### src/rtl/seg_scan_decoder.sv
// Receive-side decoder for a multiplexed 7-segment scan bus: rebuilds one hex frame per full scan.
// Optional build macro SEG_DEC_CHANGE_ONLY_EN: o_valid pulses only when the completed frame differs.
module seg_scan_decoder #(
  parameter int NUM_DIGITS    = 8,
  parameter int STABLE_CYC    = 4,
  parameter int FRAME_TIMEOUT = 1048576
) (
  input  logic                    clk_gl,
  input  logic                    rst,
  input  logic [7:0]              i_seg,
  input  logic [NUM_DIGITS-1:0]   i_sel,
  output logic [4*NUM_DIGITS-1:0] o_value,
  output logic [NUM_DIGITS-1:0]   o_dp,
  output logic                    o_valid,
  output logic                    o_err,
  output logic                    o_timeout
);

  localparam int SW   = $clog2(STABLE_CYC + 1);
  localparam int IW   = $clog2(FRAME_TIMEOUT + 1);
  localparam int IDXW = (NUM_DIGITS > 1) ? $clog2(NUM_DIGITS) : 1;

  typedef enum logic [1:0] {IDLE = 2'd0, DWELL = 2'd1, HELD = 2'd2} state_t;

  // Returns {valid, nibble}; only the seven segment lines take part, DP is ignored.
  function automatic logic [4:0] decode_seg(input logic [6:0] pat);
    logic [4:0] res;
    res = 5'h00;
    case (pat)
      7'h40:   res = {1'b1, 4'h0};
      7'h79:   res = {1'b1, 4'h1};
      7'h24:   res = {1'b1, 4'h2};
      7'h30:   res = {1'b1, 4'h3};
      7'h19:   res = {1'b1, 4'h4};
      7'h12:   res = {1'b1, 4'h5};
      7'h02:   res = {1'b1, 4'h6};
      7'h78:   res = {1'b1, 4'h7};
      7'h00:   res = {1'b1, 4'h8};
      7'h10:   res = {1'b1, 4'h9};
      7'h08:   res = {1'b1, 4'hA};
      7'h03:   res = {1'b1, 4'hB};
      7'h46:   res = {1'b1, 4'hC};
      7'h21:   res = {1'b1, 4'hD};
      7'h06:   res = {1'b1, 4'hE};
      7'h0E:   res = {1'b1, 4'hF};
      default: res = {1'b0, 4'h0};
    endcase
    return res;
  endfunction

  function automatic logic [IDXW-1:0] low_index(input logic [NUM_DIGITS-1:0] low);
    logic [IDXW-1:0] idx;
    idx = {IDXW{1'b0}};
    for (int k = 0; k < NUM_DIGITS; k++) begin
      if (low[k]) idx = IDXW'(k);
    end
    return idx;
  endfunction

  logic [7:0]              seg_q1_r, seg_q2_r, seg_prev_r;
  logic [NUM_DIGITS-1:0]   sel_q1_r, sel_q2_r, sel_prev_r;
  logic [SW-1:0]           stab_cnt_r, stab_nxt_s;
  logic [IW-1:0]           idle_cnt_r, idle_nxt_s;
  state_t                  state_r, state_nxt_s;
  logic                    changed_s, accept_s, capture_s, multi_s, single_s;
  logic                    complete_s, timeout_hit_s, pulse_s;
  logic [NUM_DIGITS-1:0]   sel_low_s, seen_r, seen_nxt_s, dp_sh_r, dp_nxt_s;
  logic [IDXW-1:0]         idx_s;
  logic [4:0]              dec_s;
  logic [4*NUM_DIGITS-1:0] shadow_r, shadow_nxt_s;
  logic                    frame_err_r, err_nxt_s;
  logic [4*NUM_DIGITS-1:0] value_r;
  logic [NUM_DIGITS-1:0]   dp_r;
  logic                    valid_r, err_r, timeout_r;
`ifdef SEG_DEC_CHANGE_ONLY_EN
  logic                    first_done_r;
`endif

  // Two-stage input synchronizer plus the previous stage-2 sample for change detection.
  always_ff @(posedge clk_gl or negedge rst) begin
    if (!rst) begin
      seg_q1_r   <= 8'h00;
      seg_q2_r   <= 8'h00;
      seg_prev_r <= 8'h00;
      sel_q1_r   <= {NUM_DIGITS{1'b0}};
      sel_q2_r   <= {NUM_DIGITS{1'b0}};
      sel_prev_r <= {NUM_DIGITS{1'b0}};
    end else begin
      seg_q1_r   <= i_seg;
      seg_q2_r   <= seg_q1_r;
      seg_prev_r <= seg_q2_r;
      sel_q1_r   <= i_sel;
      sel_q2_r   <= sel_q1_r;
      sel_prev_r <= sel_q2_r;
    end
  end

  // Stability counting and dwell FSM next state; accept fires once when a dwell becomes stable.
  always_comb begin
    changed_s   = (seg_q2_r != seg_prev_r) || (sel_q2_r != sel_prev_r);
    stab_nxt_s  = stab_cnt_r;
    state_nxt_s = state_r;
    accept_s    = 1'b0;
    if (changed_s) begin
      stab_nxt_s = {SW{1'b0}};
    end else if (stab_cnt_r < SW'(STABLE_CYC - 1)) begin
      stab_nxt_s = stab_cnt_r + SW'(1);
    end else begin
      stab_nxt_s = stab_cnt_r;
    end
    case (state_r)
      IDLE: begin
        if (changed_s) state_nxt_s = DWELL;
        else           state_nxt_s = IDLE;
      end
      DWELL: begin
        if (changed_s) begin
          state_nxt_s = DWELL;
        end else if (stab_nxt_s == SW'(STABLE_CYC - 1)) begin
          state_nxt_s = HELD;
          accept_s    = 1'b1;
        end else begin
          state_nxt_s = DWELL;
        end
      end
      HELD: begin
        if (changed_s) state_nxt_s = DWELL;
        else           state_nxt_s = HELD;
      end
      default: state_nxt_s = IDLE;
    endcase
  end

  // Accept classification, shadow/seen update and frame completion detect.
  always_comb begin
    sel_low_s    = ~sel_q2_r;
    multi_s      = |(sel_low_s & (sel_low_s - NUM_DIGITS'(1)));
    single_s     = (|sel_low_s) & ~multi_s;
    idx_s        = low_index(sel_low_s);
    dec_s        = decode_seg(seg_q2_r[6:0]);
    capture_s    = accept_s & single_s;
    shadow_nxt_s = shadow_r;
    dp_nxt_s     = dp_sh_r;
    seen_nxt_s   = seen_r;
    err_nxt_s    = frame_err_r;
    if (capture_s) begin
      shadow_nxt_s[idx_s*4 +: 4] = dec_s[3:0];
      dp_nxt_s[idx_s]            = ~seg_q2_r[7];
      seen_nxt_s[idx_s]          = 1'b1;
      err_nxt_s                  = frame_err_r | ~dec_s[4];
    end else if (accept_s && multi_s) begin
      err_nxt_s = 1'b1;
    end else begin
      err_nxt_s = frame_err_r;
    end
    complete_s    = capture_s && (seen_nxt_s == {NUM_DIGITS{1'b1}});
    timeout_hit_s = (idle_cnt_r == IW'(FRAME_TIMEOUT));
    if (capture_s)          idle_nxt_s = {IW{1'b0}};
    else if (timeout_hit_s) idle_nxt_s = idle_cnt_r;
    else                    idle_nxt_s = idle_cnt_r + IW'(1);
`ifdef SEG_DEC_CHANGE_ONLY_EN
    pulse_s = ~first_done_r || ({dp_nxt_s, shadow_nxt_s, err_nxt_s} != {dp_r, value_r, err_r});
`else
    pulse_s = 1'b1;
`endif
  end

  // Dwell FSM, stability and idle counters.
  always_ff @(posedge clk_gl or negedge rst) begin
    if (!rst) begin
      state_r    <= IDLE;
      stab_cnt_r <= {SW{1'b0}};
      idle_cnt_r <= {IW{1'b0}};
      timeout_r  <= 1'b0;
    end else begin
      state_r    <= state_nxt_s;
      stab_cnt_r <= stab_nxt_s;
      idle_cnt_r <= idle_nxt_s;
      timeout_r  <= (idle_nxt_s == IW'(FRAME_TIMEOUT));
    end
  end

  // Frame assembly; a timeout discards the partial frame but keeps the last published one.
  always_ff @(posedge clk_gl or negedge rst) begin
    if (!rst) begin
      shadow_r    <= {(4*NUM_DIGITS){1'b0}};
      dp_sh_r     <= {NUM_DIGITS{1'b0}};
      seen_r      <= {NUM_DIGITS{1'b0}};
      frame_err_r <= 1'b0;
      value_r     <= {(4*NUM_DIGITS){1'b0}};
      dp_r        <= {NUM_DIGITS{1'b0}};
      err_r       <= 1'b0;
      valid_r     <= 1'b0;
`ifdef SEG_DEC_CHANGE_ONLY_EN
      first_done_r <= 1'b0;
`endif
    end else begin
      shadow_r <= shadow_nxt_s;
      dp_sh_r  <= dp_nxt_s;
      if (complete_s) begin
        seen_r      <= {NUM_DIGITS{1'b0}};
        frame_err_r <= 1'b0;
        value_r     <= shadow_nxt_s;
        dp_r        <= dp_nxt_s;
        err_r       <= err_nxt_s;
        valid_r     <= pulse_s;
`ifdef SEG_DEC_CHANGE_ONLY_EN
        first_done_r <= 1'b1;
`endif
      end else if (timeout_hit_s && !capture_s) begin
        seen_r      <= {NUM_DIGITS{1'b0}};
        frame_err_r <= 1'b0;
        valid_r     <= 1'b0;
      end else begin
        seen_r      <= seen_nxt_s;
        frame_err_r <= err_nxt_s;
        valid_r     <= 1'b0;
      end
    end
  end

  assign o_value   = value_r;
  assign o_dp      = dp_r;
  assign o_valid   = valid_r;
  assign o_err     = err_r;
  assign o_timeout = timeout_r;

endmodule
### config.mk
export PLATFORM = sky130hd
export DESIGN_NAME = seg_scan_decoder
export DESIGN_NICKNAME = d
export VERILOG_FILES = /design/src/rtl/seg_scan_decoder.sv
export SDC_FILE = /design/constraint.sdc
export NUM_CORES = 1
export LEC_CHECK = 0
export ABC_AREA = 1
export CORE_MARGIN = 3
export CORE_UTILIZATION = 57
export CTS_BUF_LIST = sky130_fd_sc_hd__clkbuf_8
export CTS_CLUSTER_SIZE = 12
export DETAILED_ROUTE_END_ITERATION = 12
export GPL_TIMING_DRIVEN = 0
export PLACE_DENSITY = 0.77
export SETUP_SLACK_MARGIN = 0.02
export SLEW_MARGIN = 25
export SYNTH_ARGS = -nofsm -noshare
export SYNTH_HDL_FRONTEND = slang
export SYNTH_SLANG_ARGS = --single-unit
### constraint.sdc
create_clock -name clk_gl -period 3.3 [get_ports clk_gl]
set_input_delay 0.33 -clock clk_gl [delete_from_list [all_inputs] [get_ports clk_gl]]
set_output_delay 0.33 -clock clk_gl [all_outputs]
set_load 0.01 [all_outputs]
# After elaboration in Yosys (flattened, before gate mapping)
# Cells that the tools add are included.
# W data, S select, Z words.
[totals]
register_bits = 166
latchBits = 0
mem_bits_rw = 0
mem_bits_ro = 0
in_bits = 18
word_cells = 103
n_memories = 0
[classes]
n_addsub = 4
mul = 0
n_div = 0
order_cmp = 3
n_eq_ne = 23
shift = 2
n_mux = 34
bitwise = 9
reduce_logical = 10
[ops]
columns = ["cell", "n"]
rows = [
  ["$pmux W5 S16", 1],
  ["$eq A21 B21 Y1 const B", 2],
  ["$mux W21", 2],
  ["$neg A5 Y34", 1],
  ["$shift A4 B34 Y32 const A", 1],
  ["$shiftx A4 B34 Y32", 1],
  ["$bwmux W32", 1],
  ["$mux W32", 1],
  ["$mux W8", 4],
  ["$eq A7 B7 Y1 const B", 4],
  ["$mux W3", 8],
  ["$add A21 B1 Y21 const B", 1],
  ["$eq A7 B5 Y1 const B", 3],
  ["$eq A7 B6 Y1 const B", 3],
  ["$ne A8 B8 Y1", 2],
  ["$reduce_or A8 Y1", 2],
  ["$eq A7 B2 Y1 const B", 2],
  ["$eq A7 B4 Y1 const B", 2],
  ["$mux W1", 11],
  ["$and A8 B8 Y8", 1],
  ["$bwmux W8", 1],
  ["$eq A8 B8 Y1 const B", 1],
  ["$not A8 Y8", 1],
  ["$or A8 B8 Y8", 1],
  ["other kinds (20)", 28],
]

# Longest topological paths before layout
# Gate-level depths: netlist of the first run.
[logic_depth]
ltp_word = 17
ltp_mapped = 17
mapped_depth_nobuf = 17

# Least setup slack after synthesis of the first run
# No wires, ideal clock.
[synth_timing]
kind = "register to register"
start = "register sel_q2_r[1]"
end = "register value_r[15], in the netlist o_value[15]"
setup_ns = 0.117
arrival_time_ns = 2.535
required_time_ns = 3.183
slack_ns = 0.648
path_stages_with_launch = 17
path_cell_list = "dfrtp_1 -> inv_1 -> nand2_1 -> a21oi_1 -> o21bai_1 -> ha_1 -> ha_1 -> buf_1 -> nand2_1 -> nor2_1 -> inv_1 -> nand2_1 -> nand2_1 -> nand2_1 -> nand2_1 -> nand4_1 -> nand2_1"
[synth_between]
word_cells_on_any_way = 36
cone_classes = "2 x add/sub; 2 x order compare; 3 x eq/ne; 2 x shift; 16 x mux; 6 x bitwise; 5 x reduce/logical"
[synth_rtl]
columns = ["item", "line_no", "rtl"]
rows = [
  ["from (decl)", "61", "logic [NUM_DIGITS-1:0] sel_q1_r, sel_q2_r, sel_prev_r;"],
  ["from (signal assigned)", "86", "sel_q2_r <= {NUM_DIGITS{1'b0}};"],
  ["from (signal assigned)", "93", "sel_q2_r <= sel_q1_r;"],
  ["$not A8 Y8", "136", "sel_low_s = ~sel_q2_r;"],
  ["$mux W1", "55", "if (low[k]) idx = IDXW'(k);"],
  ["$mux W3 (6 in series)", "55", ""],
  ["$neg A5 Y34", "147", "shadow_nxt_s[idx_s*4 +: 4] = dec_s[3:0];"],
  ["$shiftx A4 B34 Y32 or $shift A4 B34 Y32 (tied branches)", "147", ""],
  ["$bwmux W32", "147", ""],
  ["$mux W32 (*)", "146", "if (capture_s) begin"],
  ["net shadow_nxt_s[15]", "70", "logic [4*NUM_DIGITS-1:0] shadow_r, shadow_nxt_s;"],
  ["to (signal assigned)", "190", "value_r <= {(4*NUM_DIGITS){1'b0}};"],
  ["to (signal assigned)", "203", "value_r <= shadow_nxt_s;"],
  ["to (decl)", "72", "logic [4*NUM_DIGITS-1:0] value_r;"],
]
# Mark *: on every way through the listed nets, which the timed path passes. The rest lies on a longest branch.
# A chain may end at the register's enable or synchronous reset.

# Worst setup path after layout of the first run
[layout_timing]
start = "register sel_q2_r[1]"
end = "register value_r[16], in the netlist o_value[16]"
# The elaborated chain is that of the path after synthesis.

==> metrics.yaml, run 1 <==
drt-pass1-iter-count: 5
antenna_found_initial: 0
yosys.area_share.simple_pct: 35.2
cts_made_buffers: 17
timing.reg2reg.setup_slack_ps: 320
grt_pass1_vias: 6599
critPathCaptureType: "flop"
cts_sinks: 166
place_congestion: 0.934
post-cts-setup-buffer-count: 0
syn_nets: 1050
rr_startpoint: "sel_q2_r[1]$_DFF_PN0_"
synth_edf_count: 0
synth.area.mux_share_pct: 0
synth_top_family_by_area: "simple AND/OR/NAND/NOR gates"
min_from: "i_seg[0]"
wl_per_cell_um: 13.5
fin_util_pct: 69.4
seq_power_share_pct: 54.0
clock.fmax_mhz: 336
drt_iter0_markers: 420
wl_um: 17500
grt_pass1_wl_um: 30600
ys_ff_latch: 166
cts.clk_slew.worst_paths_ps: 90
synthAdderAreaFrac_pct: 1.24
fin_crit_sh_pct: 90.2
period_minus_slack_ps: 2980
rr_endpoint: "o_value[16]$_DFFE_PN0P_"
antenna_cells: 0
synth_most_common_cell: "nand2_1"
synth_xor_area_share_pct: 1.84
power_density_mw_per_mm2: 411
slew_viol_final: 0
die_area_mm2: 0.0156
p_leak_nw: 5.18
synthTopCellsByArea: "dfrtp_1 51%, nand2_1 18%, inv_1 5.3%, nand4_1 5.0%, nor2_1 4.3%"
crit_start: "sel_q2_r[1]$_DFF_PN0_"
start_kind: "flop"
critPathRequiredTime_ps: 3700
power_frac_comb_pct: 5.0
netlist_area_mm2: 0.00807
grt_max_degree: 70
final.setup.tns_ps: 0
synth.avg_cell_area_um2: 7.88
synth_ff_type: "dfrtp_1"
ir_drop_mv: 0.438
path_class: "flop to flop"
synth_compound_area_share_pct: 2.23
htreeDepth: 4
yosysTopAreaCell: "dfrtp_1"
reg2regPathDepth: 15
num_vias: 6642
cts_tree: "done"
core_mm2: 0.0136
drive_gt1_share_pct: 9.47
grt_setup_unrepaired: "false"
finalSetupViolCount: 0
async_flop_share_pct: 100
die_h_um: 125
dpl.hpwl_um: 12900
via_per_inst: 5.13
numPortBuffers: 60
hold_class: "input port to flop"
dieWidth_um: 125
fin_nets: 1132
syn_inst: 1024
ant_nets: 0
switchingPower_mw: 0.920
max-cap-violations: 0
synth_cell_types: 35
worstPathMaxFanout: 11
start_util_pct: 59.5
clk_latency_ps: 460
critical_path_arrival_ps: 3380
drc: 0
synth_top_area_share_pct: 51.5
grt_use_total_pct: 23.8
sw_frac_of_total_pct: 23.8
synthTopCellsByCount: "390 x nand2_1, 166 x dfrtp_1, 115 x inv_1"
ys_seq_area_share_pct: 51.5
finalHoldViolCount: 0
fin_hold_ws_ps: 294
ioPinCount: 61
clock-root-buffer: "clkbuf_8"
worstSetupEndpoint: "o_value[16]$_DFFE_PN0P_"
relSlewSlack_pct: 57.9
synthToLayoutAreaGrowth_pct: 16.5
yosys_warnings: 0
fin_skew_ps: 10.9
num_rows: 42
p_int_mw: 2.94
tightest_slew_ps: 627
grt-ovfl-total: 0
cts.path.max_buffers: 2
clock_power_share_pct: 41.1
outcome: "finished clean"
metrics by stage:
stage | cell area (um2) | instances | setup WS (ps) | power, mW
3_5_place_dp | 8950 | 1262 | 80.1 | 2.32
3_3_place_gp | 8890 | 1260 | -4750 | 2.30
2_1_floorplan | 8070 | 1024 | 648 | 2.22
5_1_grt | 9410 | 1295 | 32.9 | 4.01
6_report | 9410 | 1295 | 325 | 3.86
4_1_cts | 9400 | 1295 | 67.1 | 3.90
final cells by class:
| cell class | instances | area, um2 |
|---|---|---|
| Multi-Input combinational cell | 700 | 3270 |
| Timing Repair Buffer | 63 | 671 |
| Clock inverter | 12 | 164 |
| Fill cell | 1170 | 4150 |
| Buffer | 27 | 160 |
| Tap cell | 176 | 220 |
| Inverter | 131 | 492 |
| Sequential cell | 166 | 4150 |
| Clock buffer | 20 | 275 |
sequential cells by signal (all words and copies together), names as in the netlist:
signal	flops
dp_sh_r	8
frame_err_r	1
idle_cnt_r	21
o_dp	8
o_err	1
o_timeout	1
o_valid	1
o_value	32
seen_r	8
seg_prev_r	8
seg_q1_r	8
seg_q2_r	8
sel_prev_r	8
sel_q1_r	8
sel_q2_r	8
shadow_r	32
stab_cnt_r	3
state_r	2
power by group through the flow:
stage	sequential (mW)	clock [mW]	combinational [mW]
CTS	2.08	1.62	0.192
finish	2.08	1.59	0.191
detailed placement	2.13	0	0.190
floorplan	2.12	0	0.0980
global route	2.09	1.70	0.219
global placement	2.13	0	0.179
cell usage in the layout (no fill, tap or decap), types with 3 or more instances in the layout:
cell             count
ha_1                 8
xor2_1              13
nor2_4               6
inv_1              115
inv_6                3
nand4_1             65
nor4_1               3
nand3_2              8
nor2_1              92
a21oi_1              4
o21ai_0             21
bufinv_16            3
clkinvlp_4           3
buf_6                4
nand3_1             49
nand2_1            390
nor3_1              13
nor2_2               3
xnor2_1              4
clkbuf_8            20
dfrtp_1            166
nor3_2               6
buf_2               20
inv_2               14
clkdlybuf4s50_1     59
how the worst min path moves through the flow:
stage | end | cells past startpoint
after floorplan | dp_sh_r[0]$_DFF_PN0_ | 0
after global placement | sel_q2_r[7]$_DFF_PN0_ | 0
after detailed placement | idle_cnt_r[16]$_DFF_PN0_ | 1
after CTS | seg_q1_r[2]$_DFF_PN0_ | 1
after global routing | seg_q1_r[2]$_DFF_PN0_ | 1
final | seg_q1_r[0]$_DFF_PN0_ | 1
what timing repair did:
item / 4_1_cts / 5_1_grt
hold endpoints to repair: 32 / 0
hold buffers: 1 / 0
endpoints found under the setup margin: 0 / 29
gates resized for setup: 0 / 3
metal layers:
metal / GRT usage (%) / routed length [um]
met4: 7.46 / 339
met5: 0 / 0
met2: 39.1 / 8300
met3: 5.12 / 857
met1: 32.0 / 8020
kinds of logic (layout without fill, tap and decap cells):
family	Yosys count	count (layout)
DFF	166	166
and+or+nand+nor	642	642
buffers and inverters	158	253
xor gates and xnor gates	17	17
AOI/OAI and AO/OA	33	33
adders and majority gates	8	8
critical path, stage by stage (launching register included):
cell      delay, ps
dfrtp_1         430
inv_1            90
nand2_1          50
a21oi_1         260
o21bai_2        220
ha_1            250
ha_1            360
buf_2           250
nand2_1         120
inv_1           110
nand2_1         130
nor2_1          230
nand2_1          80
nand2_1         120
nand4_1         110
nand2_1          90
Note: power is estimated with default switching activity, not from simulation.
==> inputs of run 2 (changes only) <==
--- a/config.mk
+++ b/config.mk
@@ -7,12 +7,12 @@
 export LEC_CHECK = 0
 export ABC_AREA = 1
 export CORE_MARGIN = 3
-export CORE_UTILIZATION = 57
+export CORE_UTILIZATION = 35
 export CTS_BUF_LIST = sky130_fd_sc_hd__clkbuf_8
 export CTS_CLUSTER_SIZE = 12
 export DETAILED_ROUTE_END_ITERATION = 12
 export GPL_TIMING_DRIVEN = 0
-export PLACE_DENSITY = 0.77
+export PLACE_DENSITY = 0.51
 export SETUP_SLACK_MARGIN = 0.02
 export SLEW_MARGIN = 25
 export SYNTH_ARGS = -nofsm -noshare
==> constraint.sdc (replaced) <==
create_clock -name clk_gl -period 3.3 [get_ports clk_gl]
set_input_delay 0.33 -clock clk_gl [delete_from_list [all_inputs] [get_ports clk_gl]]
set_output_delay 0.33 -clock clk_gl [all_outputs]
set_load 0.005 [all_outputs]
==> metrics.yaml, run 2 (synthesis results as in run 1) <==
outcome: "finished clean"
clock-root-buffer: "clkbuf_8"
power_density_mw_per_mm2: 389
dpl.hpwl_um: 13800
antenna_cells: 0
path_cells: "inv_1, nand2_1, a21oi_1, o21bai_2, ha_1, ha_1, clkbuf_2, nor3_2, nand4_1, nand2_1, nand2_1, nand4_1, nand2_1"
drc: 0
clk_latency_ps: 460
max_stage_delay_ps: 420
fin_util_pct: 42.5
num_rows: 54
htreeDepth: 4
fin_nets: 1131
period_minus_slack_ps: 2990
dieWidth_um: 158
cts_made_buffers: 17
fin_skew_ps: 12.8
cts_tree: "done"
max-cap-violations: 0
tightest_slew_ps: 646
cts.clk_slew.worst_paths_ps: 90
hold_class: "input port to flop"
timing.reg2reg.setup_slack_ps: 310
start_util_pct: 36.3
wl_um: 18800
finalSetupViolCount: 0
relSlewSlack_pct: 56.6
die_area_mm2: 0.0249
via_per_inst: 4.63
ioPinCount: 61
slowest_stage: "dfrtp_1"
grt_use_total_pct: 16.0
worstPathMaxFanout: 11
synthToLayoutAreaGrowth_pct: 16.9
p_leak_nw: 5.12
finalHoldViolCount: 0
core_mm2: 0.0222
start_kind: "flop"
numPortBuffers: 60
place_congestion: 0.853
clock.fmax_mhz: 335
grt-ovfl-total: 0
ant_nets: 0
critPathMostFrequentCell: "nand2_1"
grt_pass1_vias: 6267
drive_gt1_share_pct: 9.22
grt_max_degree: 89
critPathRequiredTime_ps: 3650
num_vias: 6466
cts.path.max_buffers: 2
critPathCaptureType: "flop"
antenna_found_initial: 0
ir_drop_mv: 0.224
layout_common_cells: "390 x nand2_1, 166 x dfrtp_1, 117 x inv_1, 91 x nor2_1, 65 x nand4_1"
drt_iter0_markers: 385
grt_setup_unrepaired: "false"
grt_pass1_wl_um: 31600
slew_viol_final: 0
drt-pass1-iter-count: 4
die_h_um: 158
critical_path_arrival_ps: 3340
fin_crit_sh_pct: 90.5
layout_commonest_cell: "nand2_1"
path_class: "flop to flop"
wl_per_cell_um: 13.4
final.setup.tns_ps: 0
cts_sinks: 166
## run 2: path summary, 6_finish.rpt
path                                           endpoint  depth (start not counted)                  start
worst max-delay path            o_value[27]$_DFFE_PN0P_                         13  sel_q2_r[1]$_DFF_PN0_
worst min-delay path              seg_q1_r[0]$_DFF_PN0_                          1               i_seg[0]
worst max register to register  o_value[27]$_DFFE_PN0P_                         13  sel_q2_r[1]$_DFF_PN0_
worst min register to register    seg_q2_r[2]$_DFF_PN0_                          0  seg_q1_r[2]$_DFF_PN0_
max in group asynchronous         seg_q2_r[2]$_DFF_PN0_                          3                    rst
min in group asynchronous       idle_cnt_r[8]$_DFF_PN0_                          2                    rst
## run 2: where the power goes
group          internal [mW]  leakage [nW]  switching [mW]  total, mW
sequential              2.06          2.19          0.0231       2.08
clock                  0.598         0.172           0.802       1.40
combinational         0.0569          2.76           0.133      0.190
total                   2.72          5.12           0.958       3.67
## run 2: stage by stage
stage | std cells | hold WS (ps) | area, um2 | setup slack [ps] | total power [mW]
finish | 1397 | 298 | 9440 | 313 | 3.67
global route | 1397 | 272 | 9440 | 19.4 | 3.85
global placement | 1364 | 332 | 9020 | -5350 | 2.31
CTS | 1397 | 264 | 9430 | 41.9 | 3.74
floorplan | 1024 | 34.4 | 8070 | 648 | 2.22
detailed placement | 1365 | 335 | 9060 | 47.0 | 2.32
## run 2: what timing repair did
action / in CTS / in global routing
gates resized for setup: 0 / 3
hold buffers: 1 / 0
buffers inserted: 0 / 0
endpoints found under the hold margin: 78 / 0
endpoints found under the setup margin: 0 / 34
## run 2: area by class of cell
type | count | area [um2]
buffer | 27 | 160
clock buffer | 17 | 234
clock inverter | 14 | 129
fill | 2280 | 12800
inverter | 131 | 492
multi-input combinational | 700 | 3270
sequential | 166 | 4150
tap | 280 | 350
timing repair buffer | 62 | 643
## run 2: worst max-delay path, delay by kind of cell (launching register included)
kind                       cells  cell delay (ps)
AOI/OAI and AO/OA              2              470
adders and majority gates      2              610
buffers and inverters          2              300
DFF                            1              420
and+or+nand+nor                7             1090
## run 2: layer usage
| layer | routed length, um | global-route usage, % | vias to the layer above |
|---|---|---|---|
| li1 | - | - | 3373 |
| met1 | 9340 | 23.0 | 2983 |
| met2 | 8620 | 25.0 | 94 |
| met3 | 586 | 2.71 | 16 |
| met4 | 232 | 4.67 | 0 |
| met5 | 0 | 0 | - |
